<file path="config.mk">
export PLATFORM = sky130hd
export DESIGN_NAME = serial_subtractor_flat
export DESIGN_NICKNAME = d
export VERILOG_FILES = /design/src/rtl/serial_sub_pkg.sv /design/src/rtl/serial_subtractor_if.sv /design/src/rtl/full_subtractor_cell.sv /design/src/rtl/serial_subtractor.sv /design/src/flat_wrapper.sv
export SDC_FILE = /design/constraint.sdc
export NUM_CORES = 1
export LEC_CHECK = 0
export BUFFER_PORTS_ARGS = -buffer_cell sky130_fd_sc_hd__buf_2
export CAP_MARGIN = 25
export CORE_ASPECT_RATIO = 0.9
export CORE_MARGIN = 1.5
export CORE_UTILIZATION = 47
export DETAILED_ROUTE_END_ITERATION = 7
export HOLD_SLACK_MARGIN = 0.08
export PLACE_DENSITY = 0.72
export SLEW_MARGIN = 25
export SYNTH_ARGS = -nofsm -noshare
export SYNTH_HDL_FRONTEND = slang
export SYNTH_SLANG_ARGS = --single-unit
export TNS_END_PERCENT = 20
</file>
<file path="constraint.sdc">
create_clock -name clk -period 1.15 [get_ports clk]
set_input_delay 0.345 -clock clk [delete_from_list [all_inputs] [get_ports clk]]
set_output_delay 0.345 -clock clk [all_outputs]
set_load 0.02 [all_outputs]
</file>
<file path="src/rtl/serial_sub_pkg.sv">
// rtl/serial_sub_pkg.sv - shared state encodings and default width for serial_subtractor
package serial_sub_pkg;

   localparam int DEFAULT_WIDTH = 8;

   typedef enum logic [1:0] {
      S_IDLE  = 2'd0,
      S_SHIFT = 2'd1,
      S_DONE  = 2'd2
   } state_t;

endpackage

</file>
<file path="src/rtl/serial_subtractor_if.sv">
// rtl/serial_subtractor_if.sv - start/busy/done operand and result bundle for serial_subtractor
// ovf exists only when SERIAL_SUB_OVF_EN is defined.
interface serial_subtractor_if #(
   parameter int WIDTH = serial_sub_pkg::DEFAULT_WIDTH
);
   logic             start;
   logic [WIDTH-1:0] a;
   logic [WIDTH-1:0] b;
   logic             bin;
   logic             busy;
   logic             done;
   logic [WIDTH-1:0] diff;
   logic             bout;
`ifdef SERIAL_SUB_OVF_EN
   logic             ovf;

   modport master (output start, a, b, bin, input busy, done, diff, bout, ovf);
   modport slave  (input start, a, b, bin, output busy, done, diff, bout, ovf);
`else
   modport master (output start, a, b, bin, input busy, done, diff, bout);
   modport slave  (input start, a, b, bin, output busy, done, diff, bout);
`endif
endinterface

</file>
<file path="src/rtl/full_subtractor_cell.sv">
// rtl/full_subtractor_cell.sv - combinational one-bit full subtractor (X - Y - Z)
module full_subtractor_cell (
   input  logic X,
   input  logic Y,
   input  logic Z,
   output logic D,
   output logic B
);

   assign D = X ^ Y ^ Z;
   assign B = (~X & Y) | (~X & Z) | (Y & Z);

endmodule

</file>
<file path="src/rtl/serial_subtractor.sv">
// rtl/serial_subtractor.sv - bit-serial a - b - bin, LSB first, one cell plus a borrow flop
// Optional signed-overflow output enabled by SERIAL_SUB_OVF_EN.
module serial_subtractor
   import serial_sub_pkg::*;
#(
   parameter int WIDTH = DEFAULT_WIDTH
) (
   input  logic                clk,
   input  logic                rst,
   serial_subtractor_if.slave  bus
);

   localparam int              CW   = (WIDTH > 1) ? $clog2(WIDTH) : 1;
   localparam logic [CW-1:0]   LAST = CW'(WIDTH - 1);

   state_t           r_state;
   state_t           w_state_nxt;
   logic [WIDTH-1:0] r_a_sr;
   logic [WIDTH-1:0] r_b_sr;
   logic [WIDTH-1:0] r_diff;
   logic [CW-1:0]    r_cnt;
   logic             r_brw;
   logic             r_bout;
   logic             r_busy;
   logic             r_done;
   logic             w_d;
   logic             w_b;
   logic             w_accept;
   logic             w_last;

   full_subtractor_cell u_cell (
      .X (r_a_sr[0]),
      .Y (r_b_sr[0]),
      .Z (r_brw),
      .D (w_d),
      .B (w_b)
   );

   always_ff @(posedge clk) begin
      if (rst) begin
         r_state <= S_IDLE;
      end else begin
         r_state <= w_state_nxt;
      end
   end

   always_comb begin
      w_state_nxt = r_state;
      w_accept    = 1'b0;
      w_last      = 1'b0;
      case (r_state)
         S_IDLE: begin
            if (bus.start) begin
               w_accept    = 1'b1;
               w_state_nxt = S_SHIFT;
            end
         end
         S_SHIFT: begin
            if (r_cnt == LAST) begin
               w_last      = 1'b1;
               w_state_nxt = S_DONE;
            end
         end
         S_DONE: begin
            w_state_nxt = S_IDLE;
         end
         default: begin
            w_state_nxt = S_IDLE;
         end
      endcase
   end

   // busy/done are registered from the next state so they line up with r_state.
   always_ff @(posedge clk) begin
      if (rst) begin
         r_a_sr <= '0;
         r_b_sr <= '0;
         r_diff <= '0;
         r_cnt  <= '0;
         r_brw  <= 1'b0;
         r_bout <= 1'b0;
         r_busy <= 1'b0;
         r_done <= 1'b0;
      end else begin
         r_busy <= (w_state_nxt == S_SHIFT);
         r_done <= (w_state_nxt == S_DONE);
         if (w_accept) begin
            r_a_sr <= bus.a;
            r_b_sr <= bus.b;
            r_brw  <= bus.bin;
            r_cnt  <= '0;
            r_diff <= '0;
            r_bout <= 1'b0;
         end else if (r_state == S_SHIFT) begin
            r_a_sr <= {1'b0, r_a_sr[WIDTH-1:1]};
            r_b_sr <= {1'b0, r_b_sr[WIDTH-1:1]};
            r_diff <= {w_d, r_diff[WIDTH-1:1]};
            r_brw  <= w_b;
            r_cnt  <= r_cnt + 1'b1;
            if (w_last) begin
               r_bout <= w_b;
            end
         end
      end
   end

`ifdef SERIAL_SUB_OVF_EN
   logic r_ovf;

   // Borrow into the MSB differing from borrow out of it marks signed overflow.
   always_ff @(posedge clk) begin
      if (rst) begin
         r_ovf <= 1'b0;
      end else if (w_accept) begin
         r_ovf <= 1'b0;
      end else if (w_last) begin
         r_ovf <= r_brw ^ w_b;
      end
   end

   assign bus.ovf = r_ovf;
`endif

   assign bus.busy = r_busy;
   assign bus.done = r_done;
   assign bus.diff = r_diff;
   assign bus.bout = r_bout;

endmodule

</file>
<file path="src/flat_wrapper.sv">
// flat-port wrapper written by rule: the top's interface ports become plain ports
module serial_subtractor_flat import serial_sub_pkg::*;
#(
   parameter int WIDTH = DEFAULT_WIDTH
)
  (clk, rst, bus_start, bus_a, bus_b, bus_bin, bus_busy, bus_done, bus_diff, bus_bout);
  serial_subtractor_if #(.WIDTH(WIDTH)) bus_i ();
  input  logic clk;
  input  logic rst;
  input wire logic [$bits(bus_i.start)-1:0] bus_start;
  input wire logic [$bits(bus_i.a)-1:0] bus_a;
  input wire logic [$bits(bus_i.b)-1:0] bus_b;
  input wire logic [$bits(bus_i.bin)-1:0] bus_bin;
  output wire logic [$bits(bus_i.busy)-1:0] bus_busy;
  output wire logic [$bits(bus_i.done)-1:0] bus_done;
  output wire logic [$bits(bus_i.diff)-1:0] bus_diff;
  output wire logic [$bits(bus_i.bout)-1:0] bus_bout;
  assign bus_i.start = bus_start;
  assign bus_i.a = bus_a;
  assign bus_i.b = bus_b;
  assign bus_i.bin = bus_bin;
  assign bus_busy = bus_i.busy;
  assign bus_done = bus_i.done;
  assign bus_diff = bus_i.diff;
  assign bus_bout = bus_i.bout;
  serial_subtractor #(.WIDTH(WIDTH)) u_core (.clk(clk), .rst(rst), .bus(bus_i));
endmodule
</file>
# [Word-level counts from Yosys, hierarchy flattened]
# Cells that the tools add are included.
[totals] n_memories=0 input_bits=20 out_inout_bits=11 latchBits=0 wordCells=39 ff_bits=33 rom_bits=0 mem_bits_rw=0
[op_classes] n_mux=13 n_reduce_logical=4 n_bitwise=8 eq_ne=4 mul=0 magnitude_cmp=0 shift=0 div=0 add_sub_neg=1
[ops] cell="$mux W8" count=4
[ops] cell="$mux W1" count=6
[ops] cell="$eq A2 B1 Y1 const B" count=2
[ops] cell="$mux W2" count=2
[ops] cell="$pmux W2 S2" count=1
[ops] cell="$add A3 B1 Y3 const B" count=1
[ops] cell="$and A1 B1 Y1" count=3
[ops] cell="$eq A3 B3 Y1 const B" count=1
[ops] cell="$eq A2 B2 Y1 const B" count=1
[ops] cell="$logic_not A2 Y1" count=1
[ops] cell="$or A1 B1 Y1" count=2
[ops] cell="$reduce_and A2 Y1" count=1
[ops] cell="$reduce_bool A2 Y1" count=1
[ops] cell="$reduce_or A2 Y1" count=1
[ops] cell="$xor A1 B1 Y1" count=2
[ops] cell="$not A1 Y1" count=1

# [Depth between registers and ports, before layout]
[logic_depth] word_depth=6 depth_mapped=5 ltp_nobuf=5

# [Cells and area by module]
# From an unflattened synthesis, not the netlist that was laid out.
[unflattened] cells_unflattened=163 area_unflattened_um2=1367.6
[modules_own_cells] mod="serial_subtractor" area_each_um2=1340.0 n_inst=1 seq_area_each_um2=660.6 cells_each=160
[modules_own_cells] mod="full_subtractor_cell" area_each_um2=27.5 n_inst=1 seq_area_each_um2=0.0 cells_each=3

# [Least setup slack after synthesis]
# Ideal clock, no wire load.
[synth_path] path_kind="register to register" startpoint="register u_core.r_a_sr[0]" endpoint="register u_core.r_brw" t_arrival_ns=1.028 setup_slack_ns=-0.018 setup_ns=0.140 path_buffers=0 stages_incl_launch_ff=5 synth_period_minus_slack_ns=1.168 t_required_ns=1.010 cell_sequence="dfxtp_1 > inv_1 > fa_1 > o22ai_2 > a211oi_2"
[synth_via] elab_chain_len=6 word_cells_on_any_way=7 classes_between="2 x mux; 5 x bitwise"
[synth_lines] element="from (decl)" line="serial_subtractor.sv:18" source="logic [WIDTH-1:0] r_a_sr;"
[synth_lines] element="from (signal assigned)" line="serial_subtractor.sv:88" source="r_a_sr <= bus.a;"
[synth_lines] element="from (signal assigned)" line="serial_subtractor.sv:95" source="r_a_sr <= {1'b0, r_a_sr[WIDTH-1:1]};"
[synth_lines] element="$not A1 Y1 (*)" line="full_subtractor_cell.sv:11" source="assign B = (~X & Y) | (~X & Z) | (Y & Z);"
[synth_lines] element="$and A1 B1 Y1" line="full_subtractor_cell.sv:11"
[synth_lines] element="$or A1 B1 Y1 (*) (2 in a row)" line="full_subtractor_cell.sv:11"
[synth_lines] element="via u_core.u_cell.B" line="full_subtractor_cell.sv:7" source="output logic B"
[synth_lines] element="$mux W1 (*)" line="serial_subtractor.sv:94" source="end else if (r_state == S_SHIFT) begin"
[synth_lines] element="$mux W1 (*)" line="serial_subtractor.sv:87" source="if (w_accept) begin"
[synth_lines] element="to (signal assigned)" line="serial_subtractor.sv:90" source="r_brw <= bus.bin;"
[synth_lines] element="to (signal assigned)" line="serial_subtractor.sv:98" source="r_brw <= w_b;"
[synth_lines] element="to (decl)" line="serial_subtractor.sv:22" source="logic r_brw;"
# The timed path passes the listed nets; every way through them passes the cells marked *. The select of a mux whose other input is x is not followed.
# A chain may end at the register's enable or synchronous reset.

# [Final worst setup path]
[layout_path] startpoint="register u_core.r_diff[7], in the netlist u_core.bus.diff[7]" endpoint="output port bus_diff[7]"
[layout_lines] element="from (decl)" line="serial_subtractor.sv:20" source="logic [WIDTH-1:0] r_diff;"
[layout_lines] element="from (signal assigned)" line="serial_subtractor.sv:97" source="r_diff <= {w_d, r_diff[WIDTH-1:1]};"
[layout_lines] element="to (decl)" line="flat_wrapper.sv:16" source="output wire logic [$bits(bus_i.diff)-1:0] bus_diff;"
# No word-level cell between the ends.

==> impl_metrics.tcl <==
set metrics [dict create \
    status "finished with violations" \
    failed_checks "negative setup slack" \
    drive_above_1_share 0.5497 \
    crit_path_end_kind "output port" \
    cp.required_ns 0.81 \
    critPathLaunchType "flip-flop" \
    crit_chain "buf_6" \
    syn2layout_area_growth_pct 35.43 \
    grt_max_degree 22 \
    diodes 0 \
    routed_wl_um 3384 \
    regToRegSetupSlack_ns 0.02 \
    hp-start "bus_a[7]" \
    fin_skew_ns 0.004469 \
    clk_pin_slew_ns 0.10 \
    clock_latency_ns 0.33 \
    hold_depth 3 \
    synth_seq_cells 33 \
    clkSinkCount 33 \
    cts_buffer_depth 2 \
    cts_tree "yes" \
    ys_warn_count 0 \
    r2r_end "u_core.r_brw" \
    synthCells 144 \
    fin_crit_ns 1.174 \
    hold_path_class "primary input to flip-flop" \
    layout_setup_ws_ns -0.02390 \
    finalHoldViolCount 0 \
    dr.pass1.iters 4 \
    num_io_pins 31 \
    p_leak_nw 0.7745 \
    path_delay_family "flip-flops" \
    ctsHoldBuffers 0 \
    place.gp.congestion 0.7613 \
    vias_per_cell 5.281 \
    rows 18 \
    synth-adder-area-share 0.03141 \
    syn_avg_cell_area_sq_um 9.957 \
    crit_path_max_fanout 3 \
    numCtsBuffers 5 \
    die_x_um 61.22 \
    io_buffers 30 \
    die_h_um 55.40 \
    grt.total_usage 0.2083 \
    holdPathEnd "u_core.r_a_sr[7]" \
    p_total_w 0.002341 \
    grt_overflow_total 0 \
    wire_per_inst_um 14.65 \
    vias 1220 \
    synth_compound_area_frac 0.2897 \
    critPathSlowestCell "dfxtp_2" \
    synthesis.nets 167 \
    rsz0062_at_grt "yes" \
    die-area_sq_um 3392 \
    cap_violations 0 \
    grtUsageMet3 0.05621 \
    crit_buf_inv 1 \
    nets 213 \
    power_density_nw_per_um2 1205 \
    drv_slew 0 \
    initial_core_util 0.5093 \
    synth.mux.area_fraction 0 \
    vdd.ir_drop.worst_mv 0.7951 \
    r2r-start "u_core.r_brw" \
    r2r_cells 3 \
    worstSetupPathType "flip-flop to output port" \
    slowest_delay_ns 0.37 \
    synth.distinct_cells 30 \
    tightestPinTransition_ns 0.2852 \
    fmax_ghz 0.8519 \
    antenna_found_initial 0 \
    cts_root_buf "clkbuf_4" \
    pre_cts_ws_ns -0.08842 \
    synth_xor_xnor_area_share 0.006108 \
    synth_top_family_by_area "compound AO/OA/AOI/OAI gates" \
    detail-route-antenna-nets 0 \
    crit_arrival_ns 0.83 \
    setup_violations 5 \
    core_area_sq_um 2815 \
    grt_pass1_vias 1221 \
    grt_use_met2 0.3602 \
    worst_slew_margin_rel 0.8098 \
    grt_pass1_wl_um 5278 \
    drt_first_iter_violations 40 \
    syn-cell-area_sq_um 1434 \
    ys_seq_area_frac 0.4607 \
    synthSimpleGateAreaFrac 0.1466 \
    top_usage_layer "met2" \
    dp_hpwl_um 2256 \
    use_met1 0.2416 \
    drc 0 \
    htree_levels 2 \
    finalCritPeriodShare 1.021 \
]
cells in the mapped netlist:
master	count	share of area
nand3_1	1	0.0035
o22ai_1	5	0.022
nor3b_1	3	0.016
buf_1	1	0.0026
o21ba_2	1	0.0070
nor2b_2	1	0.0061
a211oi_2	10	0.087
inv_1	3	0.0079
nand2_1	19	0.050
buf_6	2	0.016
xnor2_1	1	0.0061
buf_2	2	0.0070
buf_12	1	0.014
or2_1	1	0.0044
dfxtp_1	33	0.46
nor2_1	20	0.052
o22ai_2	10	0.087
a22oi_1	2	0.010
o21bai_1	1	0.0052
ha_1	2	0.017
a21oi_1	10	0.035
o21ai_0	1	0.0035
nand3b_1	1	0.0052
buf_4	3	0.016
clkbuf_1	1	0.0026
or2b_1	1	0.0052
fa_1	1	0.014
a211oi_1	5	0.026
nand2b_1	1	0.0044
a221oi_1	1	0.0061
final cells by class:
class / count / area [sq um]
Sequential cell: 33 / 686.9
Tap cell: 40 / 50.05
Clock inverter: 2 / 10.01
Clock buffer: 6 / 41.29
Multi-Input combinational cell: 98 / 739.5
Inverter: 3 / 11.26
Timing Repair Buffer: 49 / 402.9
Fill cell: 225 / 873.3
what timing repair did:
action	in CTS	in global routing
setup buffers	2	3
gates resized for setup	34	20
setup endpoints to repair	28	38
pin swaps	2	5
how the worst max path moves through the flow:
stage                       start                  to  slack [ns]  cells after the start
2_1_floorplan    u_core.r_a_sr[0]        u_core.r_brw        0.04                      4
6_report       u_core.bus.diff[7]         bus_diff[7]       -0.02                      1
4_1_cts        u_core.bus.diff[7]         bus_diff[7]       -0.03                      1
3_5_place_dp            bus_start  u_core.bus.diff[1]       -0.09                      5
5_1_grt        u_core.bus.diff[7]         bus_diff[7]       -0.05                      1
3_3_place_gp            bus_start  u_core.bus.diff[3]       -0.03                      5
cells in the final DEF (no fill, tap or decap), types with 3 or more instances in the layout:
| cell | count |
|---|---|
| nor2_1 | 20 |
| nand2_1 | 19 |
| buf_2 | 19 |
| dfxtp_1 | 16 |
| buf_4 | 15 |
| dfxtp_2 | 15 |
| buf_6 | 12 |
| a21oi_1 | 10 |
| o22ai_2 | 10 |
| a211oi_2 | 10 |
| o22ai_1 | 5 |
| a211oi_1 | 5 |
| clkbuf_4 | 5 |
| inv_1 | 3 |
| nor3b_2 | 3 |
| buf_12 | 3 |
flip-flops by register name, indices dropped and copies added (netlist names):
name and count:
u_core.r_a_sr 8, u_core.r_cnt 3, u_core.bus.done 1, u_core.r_b_sr 8, u_core.r_state 2, u_core.bus.busy 1
u_core.bus.bout 1, u_core.r_brw 1, u_core.bus.diff 8
power by group:
part | leakage [nW] | switching (W) | total (W) | internal [W]
logic | 0.463 | 0.000215 | 0.000448 | 0.000234
registers | 0.279 | 0.0000512 | 0.00126 | 0.00121
clock network | 0.0320 | 0.000397 | 0.000629 | 0.000233
total | 0.774 | 0.000662 | 0.00234 | 0.00168
per-stage QoR:
step                setup TNS [ns]  instance area [sq um]  cells  hold slack [ns]  utilization
floorplan                        0                   1436    144           0.4237            -
global placement           -0.4337                   1697    218           0.4373       0.6027
detailed placement          -1.299                   1697    218           0.4423       0.6027
CTS                       -0.07733                   1851    228           0.2778       0.6573
global route               -0.3756                   1942    231           0.2890       0.6898
finish                    -0.04176                   1942    231           0.2757       0.6898
kinds of logic after synthesis:
logic type                 count (synthesis)
AOI/OAI and AO/OA                         46
buffers and inverters                     13
DFF                                       33
xor gates and xnor gates                   1
adders and majority gates                  3
and+or+nand+nor                           48
per-layer routing:
metal / wire, um / part of all wire
met5: 0 / 0
met4: 45 / 0.013
met3: 115 / 0.034
met2: 1750 / 0.52
met1: 1472 / 0.43
Power figures use the tool's default switching activity.
